==> config.mk <==
export PLATFORM = sky130hd
export DESIGN_NAME = mbr_ctrl
export DESIGN_NICKNAME = d
export VERILOG_FILES = /design/src/rtl/mbr_pkg.sv /design/src/rtl/mbr_timeout_cnt.sv /design/src/rtl/mbr_ctrl.sv
export SDC_FILE = /design/constraint.sdc
export NUM_CORES = 1
export LEC_CHECK = 0
export ABC_AREA = 1
export CORE_MARGIN = 2
export CORE_UTILIZATION = 33
export DETAILED_ROUTE_END_ITERATION = 8
export HOLD_SLACK_MARGIN = 0.03
export SYNTH_ARGS = -nofsm -noshare
export SYNTH_HDL_FRONTEND = slang
export SYNTH_SLANG_ARGS = --single-unit
==> constraint.sdc <==
create_clock -name clk -period 2.3 [get_ports clk]
set_input_delay 0.46 -clock clk [delete_from_list [all_inputs] [get_ports clk]]
set_output_delay 0.46 -clock clk [all_outputs]
set_load 0.005 [all_outputs]
==> src/rtl/mbr_pkg.sv <==
// mbr_pkg: shared types and helpers for the memory buffer register controller.
//   state_e   - controller FSM states
//   tmo_cnt_w - width of the ack-timeout counter for a given TIMEOUT_CYC
package mbr_pkg;

  typedef enum logic [1:0] {
    IDLE    = 2'd0,
    RD_WAIT = 2'd1,
    WR_WAIT = 2'd2
  } state_e;

  // clog2(TIMEOUT_CYC+1), never below 1 so a disabled timeout still has a legal width.
  function automatic int tmo_cnt_w(input int tmo);
    return (tmo < 1) ? 1 : $clog2(tmo + 1);
  endfunction

endpackage

==> src/rtl/mbr_timeout_cnt.sv <==
// mbr_timeout_cnt: saturating wait-cycle counter for the memory ack timeout.
//   clk, rst_n - clock, async active-low reset
//   clr        - restart the count (transaction start)
//   en         - a wait cycle is in progress
//   expired    - the current wait cycle is the TIMEOUT_CYC-th one
// TIMEOUT_CYC = 0 disables the timeout: expired is tied low and no counter exists.
module mbr_timeout_cnt
  import mbr_pkg::*;
#(
  parameter int TIMEOUT_CYC = 15
) (
  input  logic clk,
  input  logic rst_n,
  input  logic clr,
  input  logic en,
  output logic expired
);

  localparam int CNT_W = tmo_cnt_w(TIMEOUT_CYC);

  generate
    if (TIMEOUT_CYC == 0) begin : g_off
      logic unused;
      assign unused  = ^{clk, rst_n, clr, en};
      assign expired = 1'b0;
    end else begin : g_on
      // cnt_q holds the number of completed wait cycles, so the current cycle is
      // the last allowed one when cnt_q == TIMEOUT_CYC-1.
      localparam logic [CNT_W-1:0] LAST = CNT_W'(TIMEOUT_CYC - 1);
      logic [CNT_W-1:0] cnt_q;

      always_ff @(posedge clk or negedge rst_n) begin
        if (!rst_n)                   cnt_q <= '0;
        else if (clr)                 cnt_q <= '0;
        else if (en && cnt_q != LAST) cnt_q <= cnt_q + 1'b1;
      end

      assign expired = en && (cnt_q == LAST);
    end
  endgenerate

endmodule

==> src/rtl/mbr_ctrl.sv <==
// mbr_ctrl: memory buffer register with an integrated read/write transaction
// controller (req/ack handshake, busy/done/err status, ack timeout).
//   clk, rst_n            - clock, async active-low reset
//   rd_start / wr_start   - start a memory read into / write from the MBR
//   alu_load, alu_data    - load the MBR from the ALU (IDLE only)
//   addr_in               - transaction address, sampled on start
//   mbr_data              - MBR contents
//   busy / done / err     - transaction outstanding / completion pulse / failure pulse
//   mem_req, mem_we, mem_addr, mem_wdata, mem_rdata, mem_ack - memory interface
// Optional: define MBR_PARITY_EN to add mem_wpar (even parity of mem_wdata) and
// mem_rpar (checked against mem_rdata on read ack; mismatch -> err, MBR kept).
module mbr_ctrl
  import mbr_pkg::*;
#(
  parameter int DATA_W      = 16,
  parameter int ADDR_W      = 8,
  parameter int TIMEOUT_CYC = 15
) (
  input  logic              clk,
  input  logic              rst_n,
  input  logic              rd_start,
  input  logic              wr_start,
  input  logic              alu_load,
  input  logic [ADDR_W-1:0] addr_in,
  input  logic [DATA_W-1:0] alu_data,
  output logic [DATA_W-1:0] mbr_data,
  output logic              busy,
  output logic              done,
  output logic              err,
  output logic              mem_req,
  output logic              mem_we,
  output logic [ADDR_W-1:0] mem_addr,
  output logic [DATA_W-1:0] mem_wdata,
  input  logic [DATA_W-1:0] mem_rdata,
  input  logic              mem_ack
`ifdef MBR_PARITY_EN
 ,output logic              mem_wpar
 ,input  logic              mem_rpar
`endif
);

  state_e            state_q, state_d;
  logic [DATA_W-1:0] mbr_q, mbr_d;
  logic [ADDR_W-1:0] addr_q, addr_d;
  logic [DATA_W-1:0] wdata_q, wdata_d;
  logic              req_q, req_d;
  logic              we_q, we_d;
  logic              done_q, done_d;
  logic              err_q, err_d;
  logic              tmo_clr, tmo_exp, rd_ok;

`ifdef MBR_PARITY_EN
  assign rd_ok    = ((^mem_rdata) == mem_rpar);
  assign mem_wpar = ^wdata_q;
`else
  assign rd_ok    = 1'b1;
`endif

  mbr_timeout_cnt #(.TIMEOUT_CYC(TIMEOUT_CYC)) u_tmo (
    .clk     (clk),
    .rst_n   (rst_n),
    .clr     (tmo_clr),
    .en      (state_q != IDLE),
    .expired (tmo_exp)
  );

  always_comb begin
    state_d = state_q;
    mbr_d   = mbr_q;
    addr_d  = addr_q;
    wdata_d = wdata_q;
    req_d   = req_q;
    we_d    = we_q;
    done_d  = 1'b0;
    err_d   = 1'b0;
    tmo_clr = 1'b0;
    case (state_q)
      IDLE: begin
        if (rd_start) begin
          addr_d  = addr_in;
          req_d   = 1'b1;
          we_d    = 1'b0;
          tmo_clr = 1'b1;
          state_d = RD_WAIT;
        end else if (wr_start) begin
          addr_d  = addr_in;
          wdata_d = mbr_q;
          req_d   = 1'b1;
          we_d    = 1'b1;
          tmo_clr = 1'b1;
          state_d = WR_WAIT;
        end else if (alu_load) begin
          mbr_d = alu_data;
        end
      end
      RD_WAIT, WR_WAIT: begin
        // Ack wins over a timeout expiring at the same edge.
        if (mem_ack || tmo_exp) begin
          req_d   = 1'b0;
          we_d    = 1'b0;
          state_d = IDLE;
          if (!mem_ack) begin
            err_d = 1'b1;
          end else if (state_q == WR_WAIT) begin
            done_d = 1'b1;
          end else if (rd_ok) begin
            mbr_d  = mem_rdata;
            done_d = 1'b1;
          end else begin
            err_d = 1'b1;
          end
        end
      end
      default: begin
        req_d   = 1'b0;
        we_d    = 1'b0;
        state_d = IDLE;
      end
    endcase
  end

  always_ff @(posedge clk or negedge rst_n) begin
    if (!rst_n) begin
      state_q <= IDLE;
      mbr_q   <= '0;
      addr_q  <= '0;
      wdata_q <= '0;
      req_q   <= 1'b0;
      we_q    <= 1'b0;
      done_q  <= 1'b0;
      err_q   <= 1'b0;
    end else begin
      state_q <= state_d;
      mbr_q   <= mbr_d;
      addr_q  <= addr_d;
      wdata_q <= wdata_d;
      req_q   <= req_d;
      we_q    <= we_d;
      done_q  <= done_d;
      err_q   <= err_d;
    end
  end

  assign mbr_data  = mbr_q;
  assign busy      = (state_q != IDLE);
  assign done      = done_q;
  assign err       = err_q;
  assign mem_req   = req_q;
  assign mem_we    = we_q;
  assign mem_addr  = addr_q;
  assign mem_wdata = wdata_q;

endmodule

Word level (Yosys, flattened, before mapping)
Index checks and enable logic that the tools add are counted.
{"block": "op_classes", "mux": 30, "add_sub_neg": 1, "n_reduce_logical": 13, "n_bitwise": 1, "n_eq_ne": 11}
{"operator": "$mux W16", "n": 6}
{"operator": "$pmux W16 S2", "n": 1}
{"operator": "$mux W8", "n": 2}
{"operator": "$mux W1", "n": 13}
{"operator": "$ne A2 B2 Y1 const B", "n": 6}
{"operator": "$mux W4", "n": 2}
{"operator": "$reduce_bool A2 Y1", "n": 4}
{"operator": "$reduce_and A7 Y1", "n": 1}
{"operator": "$mux W2", "n": 3}
{"operator": "$add A4 B1 Y4 const B", "n": 1}
{"operator": "$eq A4 B4 Y1 const B", "n": 1}
{"operator": "$ne A4 B4 Y1 const B", "n": 1}
{"operator": "$pmux W1 S2", "n": 2}
{"operator": "$pmux W2 S2", "n": 1}
{"operator": "$reduce_and A2 Y1", "n": 2}
{"operator": "$ne A3 B3 Y1 const B", "n": 1}
{"operator": "$reduce_and A3 Y1", "n": 1}
{"operator": "$eq A2 B1 Y1 const B", "n": 1}
{"operator": "$eq A2 B2 Y1 const B", "n": 1}
{"operator": "$logic_and A1 B1 Y1", "n": 2}
{"operator": "$logic_not A2 Y1", "n": 1}
{"operator": "$reduce_or A2 Y1", "n": 1}
{"operator": "$logic_or A1 B1 Y1", "n": 1}
{"operator": "$not A1 Y1", "n": 1}
{"block": "word_totals", "out_inout_bits": 45, "ff_bits": 50, "elab_cells": 65}

Logic depth before layout (Yosys ltp)
{"block": "depth", "ltp_word": 5, "depth_mapped": 10}

Cells and area by module
Synthesis repeated with hierarchy kept, for this count alone.
{"block": "hier_totals", "hier_cells": 298, "area_unflattened_um2": 2322.2}
{"module": "mbr_ctrl", "n_inst": 1, "area_each_um2": 2069.5, "seq_area_each_um2": 1126.1, "cells_per_inst": 265}
{"module": "mbr_timeout_cnt", "n_inst": 1, "area_each_um2": 252.7, "seq_area_each_um2": 100.1, "cells_per_inst": 33}

Least setup slack after synthesis
No wires, ideal clock.
{"block": "synth_path", "path_type": "register to register", "startpoint": "register, netlist name mem_we", "endpoint": "register mbr_q[0], in the netlist mbr_data[0]", "stages_incl_launch_ff": 11, "synth_period_minus_slack_ps": 1636, "setup_slack_ps": 664, "setup_time_ps": 117, "t_required_ps": 2183, "arrival_time_ps": 1519, "path_cell_list": "dfrtp_1 > inv_1 > ha_1 > buf_4 > inv_2 > nand2_1 > o21ai_4 > nand2_4 > buf_6 > nand2_1 > nand2_1"}
{"item": "to (signal assigned)", "line": "mbr_ctrl.sv:134", "source": "mbr_q <= mbr_d;"}
{"item": "to (decl)", "line": "mbr_ctrl.sv:43", "source": "logic [DATA_W-1:0] mbr_q, mbr_d;"}

==> metrics.txt <==
Overall Power=4312 uW; critical path class=flop to primary output; # H-tree levels=2; cell area after synthesis=0.002290 sq mm; Hold Crit Class=primary input to async pin; FP Rows=30; delay-heaviest family, CP=buffers and inverters; Seq. cell area=0.001226 sq mm; #FFs+latches synth=49; max_cap viols=0; ANT cells=0; endpoint type of the worst setup path=primary output; num ports=91; Layout Nets=439; ys async rst share=100.0%; Data arrival, critical path=1700 ps; startpoint types=flop; post-CTS sizing=0; Buf/Inv on CP=3; leakage power=0.001759 uW; initial drt markers=82; pwr/cell area=1282 mW/mm^2; Yosys cell types=20; reg-to-reg slack, setup=450 ps; # Post-CTS Setup Buffers=0; Mapped Cells=293; reg2reg end=mbr_data[3]; Post-CTS Hold Buffers=0; multi-input logic area=933.4 sq um; vias in the first global route=2,043; clock sinks=49; YS warnings=0; final worst-path cycle share=93.81%; CP Launch Point=mem_we; clk_skew=5.480 ps; EDFF count, synth=0; DP Wirelength=4245 um; CP max stage cell=clkdlybuf4s50_1; Sum Neg Setup Slack=0 ps; Avg Inst Size Synth=7.815 sq um; number of cells on the worst reg-to-reg path=9; leading area contributor after synthesis=dfrtp_1; post-layout min period=2158 ps; Cell Chain, Critical Path=inv_1, ha_1, inv_2, clkdlybuf4s50_1; outcome=complete, no violations; layout cells sized above 1=6.154%; slew margin rel.=58.14%; register area share after synthesis=53.55%; CTS tree=built; Fmax=463.5 MHz; Routed WL=5667 um; DRC Markers=0; CTS Buf Count=5; clock transition at the registers of the reported paths=90 ps; Avg WL per Cell=12.06 um; Clk Latency, worst-skew pair=300 ps; Fin. Hold Viols=0; RSZ-0062 raised after global routing=false; via count=2,110; Core ar.=0.006756 sq mm; top post-synthesis cells by area=dfrtp_1, nand2_1, nand3_1, ha_1, inv_1; die area=0.007620 sq mm; Initial DRT Pass Iterations=4; Area growth, synth to finish=46.94%; slew of the pin with the lowest slew margin=627.9 ps; Primary FF master, synth=dfrtp_1; root buffer selected by CTS=clkbuf_8; Starting Density=33.89%; GRT Total Usage=15.94%; Fill cells=674; Synth top area share=53.55%; final setup fails=0; reg2reg start=mem_we; worst vdd ir=666.9 uV; Req. time, crit path=1840 ps; WL met3=315 um; Worst path max stage delay=510 ps; met1 wire length=2623 um; largest net degree at the start of global routing=50; Final ANT Viol Nets=0; number of I/O port buffers=90; uppermost layer routed=met4; critical path peak fanout=7; met2 wire len=2595 um; DIE HEIGHT=87.30 um; post-synth net total=343; chip width=87.30 um; count of final max-slew check failures=0; Final GP Congestion=0.7762; grt ovf=0; CTS Buffer Depth=2; first-pass GRT wire length=9591 um; initial antenna violation count=0; vias per inst=4.489
-- stage by stage --
stage / cell area (sq um) / util (%) / hold WS (ps) / std cells / worst slack (ps)
global route: 3364 / 49.80 / 302.8 / 470 / 28.08
floorplan: 2290 / - / 164.4 / 293 / 664.0
CTS: 3364 / 49.80 / 266.5 / 470 / 123.8
global placement: 3278 / 48.52 / 452.0 / 462 / 361.7
detailed placement: 3278 / 48.52 / 458.6 / 462 / 349.8
finish: 3364 / 49.80 / 250.2 / 470 / 142.4
-- layer usage --
| layer | track usage, % | vias to the layer above |
|---|---|---|
| li1 | - | 1084 |
| met5 | 0 | - |
| met4 | 6.154 | 0 |
| met1 | 21.20 | 955 |
| met3 | 3.318 | 11 |
| met2 | 25.48 | 60 |
-- worst max path at each step --
stage | to | slack (ps) | cells after the start
after floorplan | mbr_data[0] | 660 | 10
after global placement | u_tmo.g_on.cnt_q[3] | 360 | 6
after detailed placement | u_tmo.g_on.cnt_q[3] | 350 | 6
after CTS | busy | 120 | 4
after global routing | busy | 30 | 4
final | busy | 140 | 4
-- cells in the final DEF (no fill, tap or decap), drive strengths merged, types with 3 or more instances in the layout --
cell type / netlist / routed
dfrtp: 49 / 49
clkdlybuf4s50: 0 / 89
ha: 4 / 4
inv: 15 / 15
buf: 8 / 9
nand2: 184 / 184
nand3: 21 / 21
clkbuf: 1 / 5
o21ai: 3 / 3
nor2: 4 / 4
clkinv: 1 / 3
-- cells in the mapped netlist, types with 2 or more instances --
| master | instances |
|---|---|
| buf_4 | 2 |
| buf_6 | 3 |
| nand2_1 | 183 |
| buf_2 | 3 |
| nand3_1 | 21 |
| dfrtp_1 | 49 |
| ha_1 | 4 |
| inv_1 | 12 |
| o21ai_0 | 2 |
| nor2_1 | 3 |
| inv_2 | 2 |
-- state kept, by name (all words and copies together), names as in the netlist --
name,cells
err,1
u_tmo.g_on.cnt_q,4
mbr_data,16
mem_we,1
done,1
mem_wdata,16
mem_addr,8
state_q,1
mem_req,1
-- kinds of logic after synthesis --
group / share of synthesized area [%]
and+or+nand+nor: 37.05
DFF: 53.55
buffers and inverters: 5.682
adders and majority gates: 2.186
AOI/OAI and AO/OA: 1.148
xor gates and xnor gates: 0.3826
-- final cells by class --
type,instances,share of cell area [%]
sequential,49,36.44
timing repair buffer,98,28.41
multi-input combinational,219,27.74
tap,80,2.975
clock buffer,5,2.045
inverter,16,1.859
clock inverter,3,0.5206
-- power by group --
part	switching [uW]	internal, uW
registers	254	1240
logic	1190	1120
clock network	292	210
-- worst reg2reg max path, cell delays in order (launching register included) --
cell	delay [ps]
dfrtp_1	410
inv_1	60
ha_1	330
buf_4	180
nand2_1	110
nand2_1	90
nor2_4	220
buf_4	210
nand3_1	80
nand2_1	100
Power figures use the tool's default switching activity.
